### config.mk
export PLATFORM = sky130hd
export DESIGN_NAME = tt_misr
export DESIGN_NICKNAME = d
export VERILOG_FILES = /design/src/rtl/truth_checker_pkg.sv /design/src/rtl/tt_misr.sv
export SDC_FILE = /design/constraint.sdc
export NUM_CORES = 1
export LEC_CHECK = 0
export CAP_MARGIN = 20
export CORE_AREA = 2 2 39 41
export DETAILED_ROUTE_END_ITERATION = 7
export DIE_AREA = 0 0 41 43
export DONT_BUFFER_PORTS = 1
export PLACE_DENSITY_LB_ADDON = 0.1
export SLEW_MARGIN = 20
export SYNTH_ARGS = -nofsm -noshare
export SYNTH_HDL_FRONTEND = slang
export SYNTH_SLANG_ARGS = --single-unit
### constraint.sdc
create_clock -name clk -period 1.45 [get_ports clk]
set_input_delay 0.145 -clock clk [delete_from_list [all_inputs] [get_ports clk]]
set_output_delay 0.145 -clock clk [all_outputs]
set_load 0.005 [all_outputs]
### src/rtl/truth_checker_pkg.sv
// Shared types and constants for the truth-table response checker.
package truth_checker_pkg;

  typedef enum logic [1:0] {
    ST_IDLE = 2'd0,
    ST_RUN  = 2'd1,
    ST_DONE = 2'd2
  } state_t;

  localparam int unsigned MISR_W    = 8;
  // x^8 + x^6 + x^5 + x^4 + 1, x^8 term implied by the shift-out bit
  localparam logic [MISR_W-1:0] MISR_POLY = 8'h71;
  localparam logic [MISR_W-1:0] MISR_SEED = 8'hFF;

  // 3-input majority: Y=1 for in_vec 3, 5, 6, 7
  localparam logic [7:0] EXP_MAJ3 = 8'b1110_1000;

endpackage

### src/rtl/tt_misr.sv
// 8-bit multiple-input signature register; seed loaded on clear, data folded in on en.
module tt_misr
  import truth_checker_pkg::*;
(
  input  logic              clk,
  input  logic              rst_n,
  input  logic              clear,
  input  logic              en,
  input  logic [MISR_W-1:0] data,
  output logic [MISR_W-1:0] sig
);

  logic [MISR_W-1:0] r_sig;
  logic [MISR_W-1:0] w_next;

  always_comb begin
    w_next = {r_sig[MISR_W-2:0], 1'b0} ^ (r_sig[MISR_W-1] ? MISR_POLY : '0) ^ data;
  end

  always_ff @(posedge clk or negedge rst_n) begin
    if (!rst_n) begin
      r_sig <= '0;
    end else if (clear) begin
      r_sig <= MISR_SEED;
    end else if (en) begin
      r_sig <= w_next;
    end
  end

  assign sig = r_sig;

endmodule

# After elaboration in Yosys (flattened, before gate mapping)
# Cells that the tools add are included.
# op_classes
n_mux	3
bitwise_logic	2
reduce_logical	1
# ops
op	count
2-to-1 mux 8 bit	2
XOR 8 x 7 -> 8 bit	1
XOR 8 bit	1
2-to-1 mux 7 bit	1
nonzero test 2 bit	1
# totals
reg_bits	8
inputBits	12

# Depth between registers and ports, before layout
# Gate-level depths: netlist of the first run.
# logic_depth
ltp_word	5
mapped_depth	3
depth_no_buf	2

# Worst setup path after synthesis of the first run
# Ideal clock, no wire load.
# synth_timing
path_kind	register to register
startpoint	reg r_sig[7] (netlist: sig[7])
endpoint	reg r_sig[4] (netlist: sig[4])
setup_ps	124
arrival_ps	1134
t_required_ps	1326
slack_ps	192
stages_incl_launch_ff	3
n_path_buf	0
synth_period_minus_slack_ps	1258
cell_sequence	dfrtp_1 xor3_1 a211o_1
# synth_between
elab_chain_len	5
# synth_rtl
element	line	rtl
start, declared	tt_misr.sv:13	logic [MISR_W-1:0] r_sig;
start signal, assigned	tt_misr.sv:26	r_sig <= w_next;
2-to-1 mux 7 bit	tt_misr.sv:17	w_next = {r_sig[MISR_W-2:0], 1'b0} ^ (r_sig[MISR_W-1] ? MISR_POLY : '0) ^ data;
XOR 8 x 7 -> 8 bit	tt_misr.sv:17	
XOR 8 bit	tt_misr.sv:17	
2-to-1 mux 8 bit	tt_misr.sv:25	end else if (en) begin
2-to-1 mux 8 bit	tt_misr.sv:23	end else if (clear) begin
# Every way passes these cells. The select of a mux whose other input is x is not followed.
# A chain may end at the register's enable or synchronous reset.

# Final worst setup path of the first run
# Ends and elaborated chain as after synthesis.

==> summary.md, run 1 <==
| Metric | Value |
|---|---|
| Status | `complete, no violations` |
| FMAX | `731 MHz` |
| Global-route wire length before repair | `1300 µm` |
| Reg2reg setup slack | `0.08 ns` |
| Initial antenna violation count | `0` |
| Die Ht | `43 µm` |
| Worst vdd ir | `380 µV` |
| Synthesized net count | `46` |
| Startpoint types | `flip-flop` |
| Die W | `41 µm` |
| Setup CP Type | `flip-flop to flip-flop` |
| Vias per inst | `4.96` |
| Resize count post-CTS | `0` |
| Min-delay worst type | `input pin to flip-flop` |
| Die ar. | `1760 µm²` |
| Most frequent cells in the layout | `nor2b_1, a211o_1, dfrtp_1, xor2_1` |
| Routed Antenna Nets | `0` |
| Clock-pin slew on the worst setup and hold paths | `0.05 ns` |
| Unrepaired setup endpoints after global routing | `false` |
| DR iter-0 viols | `2` |
| Minimum clock period | `1.37 ns` |
| Final Max Tran Viols | `0` |
| Skew-Pair Late Insertion Delay | `0.25 ns` |
| CTS Buf Count | `3` |
| Yosys reg bits | `8` |
| Worst Tran Pin Value | `0.371 ns` |
| CP arrival | `1.50 ns` |
| PortBufs | `0` |
| Final setup fails | `0` |
| TritonCTS Sinks | `8` |
| Leak pwr | `0.221 nW` |
| Critical path peak fanout | `6` |
| WL final | `862 µm` |
| Pwr Density | `1060 nW/µm²` |
| Relative slew slack | `75.2%` |
| Total power | `0.527 mW` |
| Starting Density | `32.1%` |
| Final Hold Fails | `0` |
| WHS Path Cells | `1` |
| RePlAce Congestion | `0.620` |
| Placed Area | `455 µm²` |
| Total gr overflow | `0` |
| Vias in the first global route | `309` |
| H-tree levels | `1` |
| Io pins | `20` |
| Post-Syn Instances | `34` |
| Num rows | `14` |
| Root Driver | `clkbuf_4` |
| Layout cell share with drive strength beyond 1 | `8.11%` |
| Yosys warning total | `0` |
| Vias | `263` |
| Seq/Total Area, Yosys | `45.1%` |
| Antenna diodes | `0` |
| Reg2reg path depth | `2` |
| Synth unique cells | `7` |
| WL/cell | `16.3 µm` |
| Tcrit/Tclk final | `94.3%` |
| GRT Overall Usage | `11.7%` |
| Fin Clk Skew | `0.00260 ns` |
| Design Area, Final | `498 µm²` |
| CP Data Required Time | `1.58 ns` |
| Nets@finish | `51` |
| Area delta synth->final | `12.1%` |
| Final TNS setup | `0 ns` |
| Drt drc | `0` |
| Avg Cell Area, Syn | `13.1 µm²` |
| TritonRoute pass-1 iters | `2` |
| Clk buf depth | `2` |
| Mapped Area | `444 µm²` |
| CP Capture Type | `flip-flop` |
| Max-Cap Viols | `0` |
| Core footprint | `1380 µm²` |
| Number of flip-flops in the largest register | `8` |
| Pin count of the biggest net entering global routing | `17` |
| CTS tree | `yes` |
cell usage after synthesis (all sizes together):
library cell | number | area (µm²)
a211o | 8 | 70.1
dfrtp | 8 | 200
nor2b | 8 | 50.1
xor2 | 5 | 43.8
xor3 | 3 | 71.3
buf | 2 | 8.75
logic make-up after synthesis:
logic type / after synthesis / share of synthesized area [%]
flops: 8 / 45.1
xor+xnor: 8 / 25.9
compound gates: 8 / 15.8
buf+inv: 2 / 1.97
simple gates: 8 / 11.3
metrics by stage:
step | setup WS, ns | std cells | hold slack, ns | utilization (%)
2_1_floorplan | 0.192 | 34 | -0.151 | -
3_3_place_gp | 0.143 | 48 | -0.150 | 32.9
3_5_place_dp | 0.0702 | 48 | -0.150 | 32.9
4_1_cts | 0.0637 | 53 | 0.0126 | 36.0
5_1_grt | 0.0199 | 53 | 0.00745 | 36.0
6_report | 0.0820 | 53 | 0.0217 | 36.0
where the power goes:
| part | total, mW | internal (mW) | switching [mW] | leakage, nW |
|---|---|---|---|---|
| clock network | 0.165 | 0.0944 | 0.0702 | 0.0138 |
| registers | 0.269 | 0.243 | 0.0254 | 0.0814 |
| logic | 0.0936 | 0.0667 | 0.0269 | 0.126 |
final timing paths:
path	start	to
hold / removal	en	sig[2]
min in group asynchronous	rst_n	sig[3]
hold reg to reg	sig[6]	sig[6]
max in group asynchronous	rst_n	sig[6]
setup reg to reg	sig[7]	sig[4]
setup / recovery	sig[7]	sig[4]
layout make-up:
cell class / count / area (µm²)
well taps: 16 / 20.0
repair buffers: 2 / 20.0
fillers: 141 / 886
multi-input cells: 24 / 235
flip-flops and latches: 8 / 200
clock buffers: 3 / 22.5
per-layer routing:
layer / vias up / global-route usage, % / part of all wire, % / routed length [µm]
met5: - / 0 / 0 / 0
met4: 0 / 8.00 / 0 / 0
met3: 0 / 5.24 / 10 / 90
met2: 10 / 17.2 / 50 / 430
met1: 128 / 12.8 / 40 / 341
li1: 125 / - / - / -
repair_timing:
action	CTS	global route
endpoints found under the hold margin	16	0
hold buffers	2	0
buffers inserted	0	0
critical path, stage by stage, from the launching register on:
cell	delay [ns]
dfrtp_1	0.49
xor3_1	0.47
a211o_1	0.30
No activity file was read; power rests on OpenSTA's default activity.
==> run 2, diff against run 1 <==
Settings changed: CTS_CLUSTER_SIZE from default to 30.
==> results of run 2 <==
Final layout, timing and power as in run 1 (identical DEF).
==> run 3, diff against run 2 <==
Settings changed: DONT_BUFFER_PORTS 1 to default.
Clock period 1.45 ns to 1.2 ns, I/O delays scaled along.
==> run 3 against run 2 <==
Effect of this change:
- flip-flop and latch count did not move
- clock power rose by 27%
- routed wire length rose by 9.3%
- global-route usage rose by 0.92 points
- die area did not move
- clock skew rose by 0.0025 ns
- clock-buffer cell count did not move
- first-iteration DRC count rose by 50%
- maximum frequency rose by 16%
- final cell count rose by 47%
- critical path depth did not move
- critical path type unchanged
- largest cell class is now buffers
==> summary.md, run 3 (synthesized netlist as in run 1, its figures left out) <==
| Metric | Value |
|---|---|
| Status | `complete, no violations` |
| Layout cell share with drive strength beyond 1 | `19.4%` |
| Area delta synth->final | `62.0%` |
| Worst Tran Pin Value | `0.381 ns` |
| Fin Clk Skew | `0.00511 ns` |
| Die ar. | `1760 µm²` |
| CP Data Required Time | `1.34 ns` |
| Minimum clock period | `1.18 ns` |
| Most common cell after layout, fill and taps aside | `clkdlybuf4s50_1` |
| Final Max Tran Viols | `0` |
| Io pins | `20` |
| Drt drc | `0` |
| Initial antenna violation count | `0` |
| Worst path slowest cell | `xor3_1` |
| Final Hold Fails | `0` |
| TritonCTS Sinks | `8` |
| Metal3 WL | `61 µm` |
| Tcrit/Tclk final | `98.0%` |
| Crit path max-delay family | `XOR/XNOR gates` |
| CP max stage delay | `0.42 ns` |
| Design Area, Final | `719 µm²` |
| WL/cell | `12.1 µm` |
| Root Driver | `clkbuf_4` |
| Max-Cap Viols | `0` |
| Wire length on met2 | `484 µm` |
| Total gr overflow | `0` |
| CP arrival | `1.32 ns` |
| GRT Overall Usage | `12.6%` |
| Final setup fails | `0` |
| Dpl hpwl | `716 µm` |
| Starting Density | `32.1%` |
| Setup CP Type | `flip-flop to flip-flop` |
| Routed Antenna Nets | `0` |
| CP Capture Type | `flip-flop` |
| Clk buf depth | `2` |
| Nets@finish | `76` |
| Number of flip-flops in the largest register | `8` |
| Vias per inst | `4.62` |
| CTS tree | `yes` |
| TritonRoute pass-1 iters | `2` |
| Num rows | `14` |
| Highest metal used | `met3` |
| FILL cells | `127` |
| Final setup margin | `0.0234 ns` |
| Pwr Density | `1030 nW/µm²` |
| Unrepaired setup endpoints after global routing | `true` |
| Vias in the first global route | `322` |
| Clock-pin slew on the worst setup and hold paths | `0.06 ns` |
| Critical path peak fanout | `2` |
| WL final | `942 µm` |
| Worst Path Buf+Inv | `0` |
| CTS Buf Count | `3` |
| Cts hold-fix bufs | `0` |
| Placed Area | `668 µm²` |
| Global-route wire length before repair | `1410 µm` |
| Met1 WL | `396 µm` |
| Leak pwr | `0.320 nW` |
| Min-delay worst type | `input pin to async pin` |
| Die Ht | `43 µm` |
| Place WS | `-0.100 ns` |
| Pin count of the biggest net entering global routing | `9` |
| Die W | `41 µm` |
| PortBufs | `19` |
| RePlAce Congestion | `0.709` |
| Skew-Pair Late Insertion Delay | `0.25 ns` |
| Vias | `360` |
| Worst vdd ir | `495 µV` |
| DR iter-0 viols | `3` |
| Antenna diodes | `0` |
| H-tree levels | `1` |
| Relative slew slack | `74.5%` |
| Startpoint types | `flip-flop` |
| Core footprint | `1380 µm²` |
| Critical-path cell list | `xor3_1, a211o_1` |
| Most frequent cells in the layout | `clkdlybuf4s50_1, nor2b_1, a211o_1, dlygate4sd2_1, buf_4` |
| FMAX | `850 MHz` |
-- run 3: cell count changes in the layout (fill, tap and decap cells not counted) --
cell / delta
dfrtp_1: -1
clkdlybuf4s50_1: +11
dlygate4sd2_1: +8
buf_4: +8
dlygate4sd3_1: -2
dfrtp_2: +1
-- run 3: stage by stage --
stage / hold WS, ns / TNS (ns) / std cells / total power, mW / utilization [%]
floorplan: -0.176 / -0.117 / 34 / 0.423 / -
CTS: 0.160 / 0 / 78 / 0.751 / 52.0
global placement: 0.422 / -0.0615 / 70 / 0.531 / 48.3
finish: 0.149 / 0 / 78 / 0.741 / 52.0
global route: 0.168 / -0.00834 / 78 / 0.786 / 52.0
detailed placement: 0.433 / -0.240 / 70 / 0.539 / 48.3
-- run 3: area by class of cell --
cell class,instances,area [µm²],area share (%)
clock buffer,3,22.5,3.13
multi-input combinational,24,235,32.7
tap,16,20.0,2.78
sequential,8,201,28.0
timing repair buffer,27,240,33.4
-- run 3: metal layers --
metal	vias up	GRT usage [%]
met5	-	0
met4	0	10.0
met3	0	3.66
met2	10	17.5
met1	171	15.5
li1	179	-
-- run 3: path summary, 6_finish.rpt --
path	from	endpoint	slack, ns	cells past startpoint
min in group clk	data[0]	sig[0]	0.57	3
worst min register to register	sig[6]	sig[6]	0.64	2
max in group asynchronous	rst_n	sig[7]	0.75	1
worst max-delay path	sig[5]	sig[6]	0.02	2
worst max register to register	sig[5]	sig[6]	0.02	2
worst min-delay path	rst_n	sig[5]	0.15	1
-- run 3: report_power, final --
part	switching, mW	internal, mW	total, mW
clock	0.0943	0.115	0.209
sequential	0.0184	0.294	0.313
combinational	0.0692	0.150	0.220
total	0.182	0.559	0.741
-- run 3: worst register-to-register path: stages, from the launching register on --
cell and delay [ns]:
dfrtp_1 0.35, xor3_1 0.42, a211o_1 0.30
-- run 3: timing repair --
item | CTS | global route
setup endpoints to repair | 11 | 2
gates resized for setup | 9 | 0
pin swaps | 3 | 0
setup buffers | 5 | 0
hold endpoints to repair | 0 | 0
